==> src/rtl/fetch_unit.sv <==
// fetch_unit: program counter and fetch control for the MIPS instruction ROM.
// Drives the ROM read address and stall strobe, applies decode redirects
// (with optional delay slot), tracks PC/validity of the word on the ROM
// output, and stops fetching on an illegal redirect target or halt request.
//
// Ports:
//   clock, reset      clock; synchronous active-high reset
//   stall             downstream stall (hold PC and ROM output word)
//   redirect          taken branch/jump this cycle
//   redirect_target   byte address of the redirect
//   halt_req          stop fetching (break/syscall)
//   rom_addr          ROM read address (PC register)
//   rom_stall         ROM stall strobe (only combinational output)
//   inst_pc           byte PC of the word on ROM data_out
//   inst_valid        ROM data_out holds a real, non-squashed instruction
//   fault, fault_addr sticky illegal-redirect flag and offending target
//   fetch_count       valid instructions delivered (wraps)
module fetch_unit #(
  parameter logic [31:0] RESET_PC   = 32'h0000_0000,
  parameter int unsigned ADDR_WIDTH = 8,
  parameter bit          DELAY_SLOT = 1'b1
) (
  input  logic        clock,
  input  logic        reset,
  input  logic        stall,
  input  logic        redirect,
  input  logic [31:0] redirect_target,
  input  logic        halt_req,
  output logic [31:0] rom_addr,
  output logic        rom_stall,
  output logic [31:0] inst_pc,
  output logic        inst_valid,
  output logic        fault,
  output logic [31:0] fault_addr,
  output logic [31:0] fetch_count
);

  typedef enum logic [1:0] {
    S_RUN,
    S_HALTED,
    S_FAULT
  } state_e;

  // Byte-address bits above the ROM range must all be zero.
  localparam int unsigned TOP_BIT = ADDR_WIDTH + 2;

  state_e      state_q, state_d;
  logic [31:0] pc_q, pc_d;
  logic [31:0] inst_pc_q, inst_pc_d;
  logic        inst_valid_q, inst_valid_d;
  logic        fault_q, fault_d;
  logic [31:0] fault_addr_q, fault_addr_d;
  logic [31:0] fetch_count_q, fetch_count_d;
  logic        target_legal;

  assign target_legal = (redirect_target[1:0] == 2'b00) &&
                        ((redirect_target >> TOP_BIT) == 32'd0);

  always_comb begin
    state_d       = state_q;
    pc_d          = pc_q;
    inst_pc_d     = inst_pc_q;
    inst_valid_d  = inst_valid_q;
    fault_d       = fault_q;
    fault_addr_d  = fault_addr_q;
    fetch_count_d = fetch_count_q;

    case (state_q)
      S_RUN: begin
        if (redirect) begin
          if (!target_legal) begin
            state_d      = S_FAULT;
            fault_d      = 1'b1;
            fault_addr_d = redirect_target;
            inst_valid_d = 1'b0;
          end else begin
            // Stall is overridden: the ROM reads the delay-slot word at pc_q.
            pc_d      = redirect_target;
            inst_pc_d = pc_q;
            if (halt_req) begin
              state_d      = S_HALTED;
              inst_valid_d = 1'b0;
            end else begin
              inst_valid_d = DELAY_SLOT;
              if (DELAY_SLOT) fetch_count_d = fetch_count_q + 32'd1;
            end
          end
        end else if (halt_req) begin
          state_d      = S_HALTED;
          inst_valid_d = 1'b0;
        end else if (!stall) begin
          pc_d          = pc_q + 32'd4;
          inst_pc_d     = pc_q;
          inst_valid_d  = 1'b1;
          fetch_count_d = fetch_count_q + 32'd1;
        end
      end
      default: begin
        inst_valid_d = 1'b0;
      end
    endcase
  end

  always_ff @(posedge clock) begin
    if (reset) begin
      state_q       <= S_RUN;
      pc_q          <= RESET_PC;
      inst_pc_q     <= '0;
      inst_valid_q  <= 1'b0;
      fault_q       <= 1'b0;
      fault_addr_q  <= '0;
      fetch_count_q <= '0;
    end else begin
      state_q       <= state_d;
      pc_q          <= pc_d;
      inst_pc_q     <= inst_pc_d;
      inst_valid_q  <= inst_valid_d;
      fault_q       <= fault_d;
      fault_addr_q  <= fault_addr_d;
      fetch_count_q <= fetch_count_d;
    end
  end

  assign rom_stall   = (state_q == S_RUN) ? (stall & ~redirect) : 1'b1;
  assign rom_addr    = pc_q;
  assign inst_pc     = inst_pc_q;
  assign inst_valid  = inst_valid_q;
  assign fault       = fault_q;
  assign fault_addr  = fault_addr_q;
  assign fetch_count = fetch_count_q;

endmodule

==> config.mk <==
export PLATFORM = sky130hd
export DESIGN_NAME = fetch_unit
export DESIGN_NICKNAME = d
export VERILOG_FILES = /design/src/rtl/fetch_unit.sv
export SDC_FILE = /design/constraint.sdc
export NUM_CORES = 1
export LEC_CHECK = 0
export BUFFER_PORTS_ARGS = -buffer_cell sky130_fd_sc_hd__buf_2
export CORE_MARGIN = 2
export CORE_UTILIZATION = 53
export CTS_CLUSTER_DIAMETER = 120
export DETAILED_ROUTE_END_ITERATION = 7
export MAX_ROUTING_LAYER = met4
export PLACE_DENSITY = 0.91
export SETUP_SLACK_MARGIN = 0.02
export SYNTH_ARGS = -nofsm -noshare
export SYNTH_HDL_FRONTEND = slang
export SYNTH_SLANG_ARGS = --single-unit
==> constraint.sdc <==
create_clock -name clock -period 3.48 [get_ports clock]
set_clock_uncertainty 0.1 [all_clocks]
set_input_delay 0.348 -clock clock [delete_from_list [all_inputs] [get_ports clock]]
set_output_delay 0.348 -clock clock [all_outputs]
set_load 0.02 [all_outputs]
==> impl_metrics.tcl, run 1 <==
set metrics [dict create \
    outcome "finished, final reports clean" \
    grt.overflow.total 0 \
    combPwrFrac_pct 9.5 \
    synth_top_family_by_area "simple AND/OR/NAND/NOR gates" \
    pwr-share-clk_pct 49.9 \
    synth_top_area_cell "dfxtp_1" \
    total_power_mw 3.90 \
    wl_um 19500 \
    track_usage_pct 29.8 \
    nNetsFinal 961 \
    slew_violations 0 \
    start_util_pct 54.3 \
    end_kind "flop" \
    synthFlopType "dfxtp_1" \
    yosys.area.top_type_share_pct 40.7 \
    tightestPinTransition_ns 1.06 \
    setup_violations 0 \
    hold_path_class "in2reg" \
    setup_tns_ns 0 \
    cts_max_path_buffers 2 \
    synth.distinct_cells 56 \
    io_pins 168 \
    gp_congestion 0.945 \
    yosysWarningCount 0 \
    numPortBuffers 167 \
    grt_max_degree 57 \
    drt_iter0_drc 645 \
    p_int_mw 2.96 \
    fin_crit_ns 2.90 \
    async_flop_share_pct 0 \
    max_freq_mhz 345 \
    hold_viol 0 \
    syn_inst 777 \
    dp_hpwl_um 12900 \
    routedWlPerCell_um 18.0 \
    layoutNonFillerInstCount 1083 \
    vias 6961 \
    path_class "in2reg" \
    crit_buf_inv 1 \
    cts-root-buf "clkbuf_16" \
    required_ns 3.64 \
    die_h_um 115 \
    cts.clk_slew.worst_paths_ns 0.06 \
    p_leak_nw 3.38 \
    dr.pass1.iters 6 \
    maxCapViolCount 0 \
    core-area_um2 12000 \
    ys_seq_area_share_pct 40.7 \
    fillers 927 \
    holdPathEnd "fault_addr[20]" \
    synth-adder-area-share_pct 0.385 \
    grt_pass1_wl_um 30600 \
    cts_setup_buffers 0 \
    clk_latency_ns 0.42 \
    slowest_stage "o32a_1" \
    synth.avg_cell_area_um2 8.36 \
    synth_nets 816 \
    r2r-start "rom_addr[11]" \
    cpLargestDelayFamily "compound AO/OA/AOI/OAI gates" \
    ctsHoldBuffers 0 \
    cp_max_fo 28 \
    pwr-share-seq_pct 40.6 \
    synth_area_um2 6490 \
    hold_path_depth 3 \
    switchingPower_mw 0.931 \
    synth_xor_xnor_area_share_pct 0 \
    cts_sinks 132 \
    antenna_found_initial 1 \
    rows 40 \
    drc_errors 0 \
    synthSimpleGateAreaFrac_pct 24.4 \
    cts_resized 0 \
    crit_path_cell_trace "buf_2 > or4_1 > or4_1 > o32a_1 > o311ai_0 > o41ai_1" \
    synthMuxAreaShare_pct 7.51 \
    dieArea_um2 13200 \
    cp.arrival_ns 3.06 \
    synth-edff-count 0 \
    rrSetupSlack_ns 0.87 \
    ys_ff_latch 132 \
    ir_drop_v 0.000408 \
    hold_start "redirect_target[20]" \
    reg2reg_depth 5 \
    grt_pass1_vias 6156 \
    viasPerCell 6.43 \
    ant_nets 0 \
    cp_slowest_stage_delay_ns 0.72 \
    synth-compound-area-share_pct 21.9 \
    fin_crit_sh_pct 83.3 \
    cts_inserted_buffers 17 \
    rsz0062_at_grt "false" \
    post-place-cells 1050 \
    timing.rr.end "rom_addr[31]" \
    area_growth_pct 24.3 \
    cts_tree "yes" \
    p_sw_share_pct 23.9 \
    holdWs_ns 0.0768 \
    relSlewSlack_pct 29.0 \
    fp.dieW_um 115 \
    htree_levels 4 \
    drive_gt1_share_pct 26.7 \
    synthTopCellsByArea "dfxtp_1 (41%), a21oi_1 (5.1%), mux2i_1 (5.1%), nand3_1 (4.9%), nor2_1 (4.0%)" \
    path_common_cell "or4_1" \
    cellPowerDensity_nw_per_um2 483 \
    startpoint_type "input port" \
]
registers in the layout, summed over array words and instances (netlist names):
| signal | cells |
|---|---|
| inst_valid | 1 |
| fault | 1 |
| fetch_count | 32 |
| inst_pc | 32 |
| state_q | 2 |
| rom_addr | 32 |
| fault_addr | 32 |
how the worst max path moves through the flow:
stage / startpoint / to / slack [ns] / cells past startpoint
finish: redirect_target[27] / fetch_count[12] / 0.58 / 6
CTS: redirect_target[27] / fetch_count[12] / 0.66 / 6
detailed placement: redirect_target[27] / fetch_count[25] / 0.37 / 6
floorplan: redirect_target[27] / fetch_count[20] / 0.81 / 7
global route: redirect_target[27] / fetch_count[12] / 0.51 / 6
global placement: redirect_target[27] / fetch_count[20] / 0.42 / 6
power by group through the flow:
stage	registers (mW)	logic, mW	clock network (mW)
global placement	1.61	0.356	0
detailed placement	1.61	0.361	0
floorplan	1.65	0.194	0
finish	1.58	0.369	1.94
global route	1.58	0.399	2.03
CTS	1.58	0.364	1.96
metal layers:
metal / GRT usage [%] / vias up / part of all wire, %
met5: - / - / 0
met4: 12.7 / 0 / 2.4
met3: 7.20 / 61 / 9.6
met2: 45.9 / 401 / 47
met1: 37.4 / 3245 / 41
li1: - / 3254 / -
per-stage QoR:
step	area, um^2	setup slack (ns)	util (%)
finish	8070	0.580	67.5
global route	8070	0.509	67.5
CTS	8070	0.662	67.5
detailed placement	7420	0.373	62.1
global placement	7420	0.418	62.1
floorplan	6490	0.806	-
cells by family after synthesis:
family / count (synthesis)
simple gates: 298
compound gates: 218
flops: 132
buf+inv: 80
mux: 47
fa+ha+maj: 2
tightest hold or removal path, cell delays in order:
cell and delay, ns:
buf_2 0.08, mux2i_1 0.06, nor2_1 0.07
cell usage after synthesis, drive strengths merged (7+ instances only):
cell type,count
o21ai,51
o311ai,19
a21oi,66
nor2b,14
nor3,18
nor4,30
dfxtp,132
inv,18
mux2,14
o41ai,15
o31ai,16
and4,7
o2111ai,9
buf,16
a31oi,7
nand3,63
nor2,69
or4,10
and3,9
clkbuf,46
nand4,20
mux2i,33
nand2,33
or2,11
area by class of cell:
cell class              instances  area, um^2  area share [%]
well taps                     147         184            2.28
diodes                          1        2.50          0.0310
flip-flops and latches        132        2640            32.7
clock inverters                 8         145            1.80
clock buffers                  24         502            6.22
repair buffers                188        1010            12.5
inverters                      18        67.6           0.837
multi-input cells             565        3520            43.6
layout by cell type (no fill, tap or decap), types with 15 or more instances in the layout:
cell	instances
nor4_1	29
clkbuf_16	17
nand3_1	63
a21oi_1	66
nand4_1	20
buf_4	21
o31ai_1	16
o41ai_1	15
nor2_1	69
nor3_1	17
o311ai_0	18
o21ai_0	50
buf_2	166
dfxtp_1	132
inv_1	18
nand2_1	33
mux2i_1	33
No activity file was read; power rests on OpenSTA's default activity.
==> run 2, diff against run 1 <==
--- a/config.mk
+++ b/config.mk
@@ -5,13 +5,14 @@
 export SDC_FILE = /design/constraint.sdc
 export NUM_CORES = 1
 export LEC_CHECK = 0
+export ABC_AREA = 1
 export BUFFER_PORTS_ARGS = -buffer_cell sky130_fd_sc_hd__buf_2
 export CORE_MARGIN = 2
-export CORE_UTILIZATION = 53
+export CORE_UTILIZATION = 48
 export CTS_CLUSTER_DIAMETER = 120
 export DETAILED_ROUTE_END_ITERATION = 7
 export MAX_ROUTING_LAYER = met4
-export PLACE_DENSITY = 0.91
+export PLACE_DENSITY = 0.87
 export SETUP_SLACK_MARGIN = 0.02
 export SYNTH_ARGS = -nofsm -noshare
 export SYNTH_HDL_FRONTEND = slang
==> constraint.sdc (replaced) <==
create_clock -name clock -period 2.6 [get_ports clock]
set_clock_uncertainty 0.1 [all_clocks]
set_input_delay 0.26 -clock clock [delete_from_list [all_inputs] [get_ports clock]]
set_output_delay 0.26 -clock clock [all_outputs]
set_load 0.02 [all_outputs]
==> run 2 against run 1 <==
Effect of this change:
- die area increased by 13%
- final cell count rose by 28%
- total power rose by 29%
- worst setup slack lost 0.23 ns
- sequential share of layout area is 0.43 points lower
- cell area up 1.3%
- critical endpoint is now rom_addr[24]
- largest cell class unchanged
- largest power group unchanged
==> impl_metrics.tcl, run 2 <==
set metrics [dict create \
    outcome "finished, final reports clean" \
    grt_pass1_vias 6630 \
    dr.pass1.iters 6 \
    htree_levels 4 \
    fin_crit_ns 2.25 \
    crit_path_cell_trace "inv_1 > nand2_1 > inv_1 > nand2_2 > nor2_4 > o21ai_4 > buf_4 > nand2_1 > a21oi_1" \
    nNetsFinal 1233 \
    dieArea_um2 14900 \
    cp.arrival_ns 2.49 \
    timing.final.ws_setup_ns 0.349 \
    async_flop_share_pct 0 \
    fp.dieW_um 122 \
    grt_pass1_wl_um 31500 \
    synthTopCellsByArea "dfxtp_1 (39%), nand2_1 (19%), nor2_1 (10%), a21oi_1 (6.5%), nand3_1 (4.3%)" \
    setup_violations 0 \
    clk_latency_ns 0.41 \
    tightestPinTransition_ns 0.987 \
    antenna_found_initial 2 \
    setup_tns_ns 0 \
    synth.distinct_cells 30 \
    ant_nets 0 \
    relSlewSlack_pct 33.9 \
    yosys.area.top_type_share_pct 39.4 \
    start_util_pct 48.6 \
    layoutNonFillerInstCount 1387 \
    startpoint_type "flop" \
    core-area_um2 13800 \
    required_ns 2.84 \
    ys_seq_area_share_pct 39.4 \
    syn_inst 1043 \
    endpoint "rom_addr[24]" \
    yosysWarningCount 0 \
    synthFlopType "dfxtp_1" \
    cellPowerDensity_nw_per_um2 616 \
    drc_errors 0 \
    fin_crit_sh_pct 86.6 \
    rows 43 \
    path_class "reg2reg" \
    synth.avg_cell_area_um2 6.42 \
    reg2reg_depth 9 \
    synthTopCellsByCount "nand2_1 (340), nor2_1 (181), dfxtp_1 (132)" \
    drt_iter0_drc 655 \
    wl_um 19400 \
    ys_ff_latch 132 \
    hold_path_class "in2reg" \
    synth_area_um2 6700 \
    total_power_mw 5.04 \
    slowest_stage "o21ai_4" \
    cts_tree "yes" \
    cts_inserted_buffers 17 \
    io_pins 168 \
    track_usage_pct 27.4 \
    cts_resized 0 \
    synth_nets 1082 \
    numPortBuffers 167 \
    area_growth_pct 22.1 \
    dp_slack_ns 0.362 \
    cp_max_fo 39 \
    cts_sinks 132 \
    slew_violations 0 \
    cts.clk_slew.worst_paths_ns 0.05 \
    dp_hpwl_um 13800 \
    end_kind "flop" \
    maxCapViolCount 0 \
    ir_drop_v 0.000472 \
    grt_max_degree 80 \
    drive_gt1_share_pct 18.7 \
    final_common_cell "nand2_1" \
    routedWlPerCell_um 14.0 \
    vias 7322 \
    critPathLaunch "state_q[0]" \
    grt.overflow.total 0 \
    hold_viol 0 \
    r2r-start "state_q[0]" \
    gp_congestion 0.956 \
    die_h_um 122 \
    timing.rr.end "rom_addr[24]" \
    rrSetupSlack_ns 0.35 \
    cts-root-buf "clkbuf_16" \
    synth.most_common_cell "nand2_1" \
    cp_slowest_stage_delay_ns 0.75 \
    layout_common_cells "nand2_1 (340), nor2_1 (181), buf_2 (167)" \
    synth-edff-count 0 \
    rsz0062_at_grt "false" \
    post-place-cells 1354 \
    cts_max_path_buffers 2 \
    synth_top_area_cell "dfxtp_1" \
    p_leak_nw 3.44 \
    max_freq_mhz 444 \
    viasPerCell 5.28 \
]
run 2: power breakdown:
group / switching (mW) / internal (mW) / total (mW)
Combinational: 0.386 / 0.178 / 0.563
Clock: 0.844 / 1.45 / 2.30
Sequential: 0.0740 / 2.10 / 2.18
run 2: area by class of cell:
cell class                      count  area (um^2)
Clock buffer                       26          519
Timing Repair Buffer              177          938
Sequential cell                   132         2640
Fill cell                        1331         5590
Inverter                           67          254
Tap cell                          180          225
Multi-Input combinational cell    799         3550
Clock inverter                      4         45.0
Antenna cell                        2         5.00
run 2: routing by layer:
| metal | part of all wire [%] | global-route usage [%] |
|---|---|---|
| met5 | 0 | - |
| met4 | 3.4 | 12.4 |
| met3 | 6.4 | 6.60 |
| met2 | 49 | 45.5 |
| met1 | 42 | 31.3 |
run 2: kinds of logic (layout without fill, tap and decap cells):
| logic type | Yosys count | in the layout | share of synthesized area (%) |
|---|---|---|---|
| flip-flops | 132 | 132 | 39.4 |
| buffers and inverters | 112 | 274 | 7.58 |
| XOR/XNOR | 23 | 23 | 3.01 |
| AND/OR/NAND/NOR | 622 | 622 | 38.0 |
| adder cells (fa/ha/maj) | 2 | 2 | 0.373 |
| AO/OA/AOI/OAI | 152 | 152 | 11.6 |
| other | 0 | 2 | 0 |
run 2: worst max-delay path: cells and delay by family, from the launching register on:
family / cells / cell delay, ns
DFF: 1 / 0.32
buffers and inverters: 3 / 0.47
and+or+nand+nor: 4 / 0.36
AOI/OAI and AO/OA: 2 / 0.91
run 2: repair_timing:
action,CTS,global route
endpoints found under the hold margin,1,0
buffers inserted,0,0
hold buffers,1,0
setup endpoints to repair,0,0
run 2: worst min-delay path by stage:
stage,depth (start not counted),slack [ns],startpoint,endpoint
3_5_place_dp,2,0.35,fault,fault
2_1_floorplan,2,0.31,redirect_target[6],fault_addr[6]
3_3_place_gp,2,0.35,inst_pc[11],inst_pc[11]
6_report,3,0.02,redirect_target[8],fault_addr[8]
5_1_grt,3,0.04,redirect_target[27],fault_addr[27]
4_1_cts,3,0.002,redirect_target[8],fault_addr[8]
run 2: stage by stage:
stage / hold slack (ns) / utilization, % / area, um^2
3_3_place_gp: 0.348 / 55.2 / 7600
4_1_cts: 0.00156 / 59.3 / 8170
6_report: 0.0170 / 59.4 / 8180
3_5_place_dp: 0.354 / 55.2 / 7600
5_1_grt: 0.0421 / 59.4 / 8180
2_1_floorplan: 0.308 / - / 6700
==> run 3, diff against run 2 <==
--- a/config.mk
+++ b/config.mk
@@ -12,7 +12,7 @@
 export CTS_CLUSTER_DIAMETER = 120
 export DETAILED_ROUTE_END_ITERATION = 7
 export MAX_ROUTING_LAYER = met4
-export PLACE_DENSITY = 0.87
+export PLACE_DENSITY = 0.76
 export SETUP_SLACK_MARGIN = 0.02
 export SYNTH_ARGS = -nofsm -noshare
 export SYNTH_HDL_FRONTEND = slang
==> constraint.sdc (replaced) <==
create_clock -name clock -period 2.6 [get_ports clock]
set_clock_uncertainty 0.1 [all_clocks]
set_input_delay 0.26 -clock clock [delete_from_list [all_inputs] [get_ports clock]]
set_output_delay 0.26 -clock clock [all_outputs]
set_load 0.01 [all_outputs]
==> run 3 against run 2 <==
Effect of this change:
- non-clock buffer count grew 1
- critical path depth grew 2
- sequential cell count is the same
- routed wire length grew 0.34%
- first-iteration DRC count shrank 13%
==> impl_metrics.tcl, run 3 (synthesis results as in run 2) <==
set metrics [dict create \
    outcome "finished, final reports clean" \
    crit_path_cell_trace "dlygate4sd3_1 > buf_2 > nor2_1 > nand2_1 > nor2_1 > nand3_1 > nand2_2 > nand2_4 > nand2_4 > nand3_1 > a21oi_1" \
    path_class "in2reg" \
    io_pins 168 \
    layout_common_cells "nand2_1 (340), nor2_1 (181), buf_2 (167)" \
    maxCapViolCount 0 \
    cts_max_path_buffers 2 \
    cp_max_fo 61 \
    cellPowerDensity_nw_per_um2 617 \
    cts-root-buf "clkbuf_16" \
    ir_drop_v 0.000495 \
    ant_nets 0 \
    end_kind "flop" \
    p_int_mw 3.82 \
    viasPerCell 5.15 \
    holdWs_ns 0.0185 \
    required_ns 2.83 \
    rsz0062_at_grt "false" \
    setup_violations 0 \
    pwr-share-seq_pct 43.2 \
    htree_levels 4 \
    cts_sinks 132 \
    vias 7133 \
    dieArea_um2 14900 \
    tightestPinTransition_ns 0.939 \
    grt_pass1_wl_um 32000 \
    fp.dieW_um 122 \
    dr.pass1.iters 7 \
    clk_latency_ns 0.41 \
    setup_tns_ns 0 \
    cp.arrival_ns 2.47 \
    hold_viol 0 \
    cts_tree "yes" \
    regArea_um2 2640 \
    final_common_cell "nand2_1" \
    final_util_pct 59.4 \
    start_util_pct 48.6 \
    pwr-share-clk_pct 46.8 \
    hold_path_class "in2reg" \
    p_leak_nw 3.45 \
    grt.overflow.total 0 \
    drc_errors 0 \
    combPwrFrac_pct 10.0 \
    dp_hpwl_um 13700 \
    cts_inserted_buffers 17 \
    fin_crit_ns 2.24 \
    switchingPower_mw 1.22 \
    max_freq_mhz 447 \
    placed_area_um2 7570 \
    grt_max_degree 80 \
    drive_gt1_share_pct 18.7 \
    track_usage_pct 27.8 \
    p_sw_share_pct 24.2 \
    gp_congestion 0.918 \
    design_area_um2 8180 \
    cts.clk_slew.worst_paths_ns 0.06 \
    fin_crit_sh_pct 86.0 \
    rows 43 \
    drt_iter0_drc 569 \
    core-area_um2 13800 \
    multiInputGateArea_um2 3550 \
    relSlewSlack_pct 37.1 \
    cp_slowest_stage_delay_ns 0.54 \
    nNetsFinal 1234 \
    routedWlPerCell_um 14.1 \
    die_h_um 122 \
    slowest_stage "dlygate4sd3_1" \
    antenna_found_initial 1 \
    startpoint_type "input port" \
    cts_resized 0 \
    numPortBuffers 167 \
    wl_um 19500 \
    grt_pass1_vias 6512 \
    fillers 1405 \
    slew_violations 0 \
    area_growth_pct 22.1 \
]
[run 3: final timing paths]
check / from / end / slack, ns / cells after the start
worst max-delay path: redirect_target[15] / rom_addr[30] / 0.36 / 11
worst min-delay path: redirect_target[23] / fault_addr[23] / 0.02 / 3
worst max register to register: state_q[1] / rom_addr[31] / 0.40 / 9
worst min register to register: inst_pc[30] / inst_pc[30] / 0.36 / 2
[run 3: area by class of cell]
class                      instances  area share [%]
antenna                            1          0.0306
clock buffer                      25            6.30
clock inverter                     4           0.856
inverter                          67            3.10
multi-input combinational        799            43.4
sequential                       132            32.3
tap                              180            2.75
timing repair buffer             178            11.3
[run 3: worst max-delay path: cells and delay by family]
family                 cells  cell delay, ns
and+or+nand+nor            8            1.32
AOI/OAI and AO/OA          1            0.17
buffers and inverters      2            0.67
[run 3: per-stage QoR]
stage	power (mW)	std cells	setup slack, ns
finish	5.04	1386	0.365
global route	5.25	1386	0.143
CTS	5.09	1385	0.411
detailed placement	2.72	1354	0.433
global placement	2.71	1354	0.511
floorplan	2.53	1043	0.901
[run 3: timing repair]
| item | 4_1_cts | 5_1_grt |
|---|---|---|
| hold buffers | 2 | 0 |
| buffers inserted | 0 | 0 |
| endpoints found under the setup margin | 0 | 0 |
| endpoints found under the hold margin | 2 | 0 |
[run 3: power groups by stage]
stage / sequential, mW / clock [mW] / combinational (mW)
floorplan: 2.24 / 0 / 0.291
global placement: 2.22 / 0 / 0.494
detailed placement: 2.22 / 0 / 0.501
CTS: 2.18 / 2.41 / 0.506
global route: 2.19 / 2.49 / 0.570
finish: 2.18 / 2.36 / 0.506
[run 3: per-layer routing]
metal,routed length [um],GRT usage [%],up-vias
met5,0,-,-
met4,541,10.9,0
met3,1150,6.18,44
met2,9550,46.1,215
met1,8240,32.9,3267
li1,-,-,3607
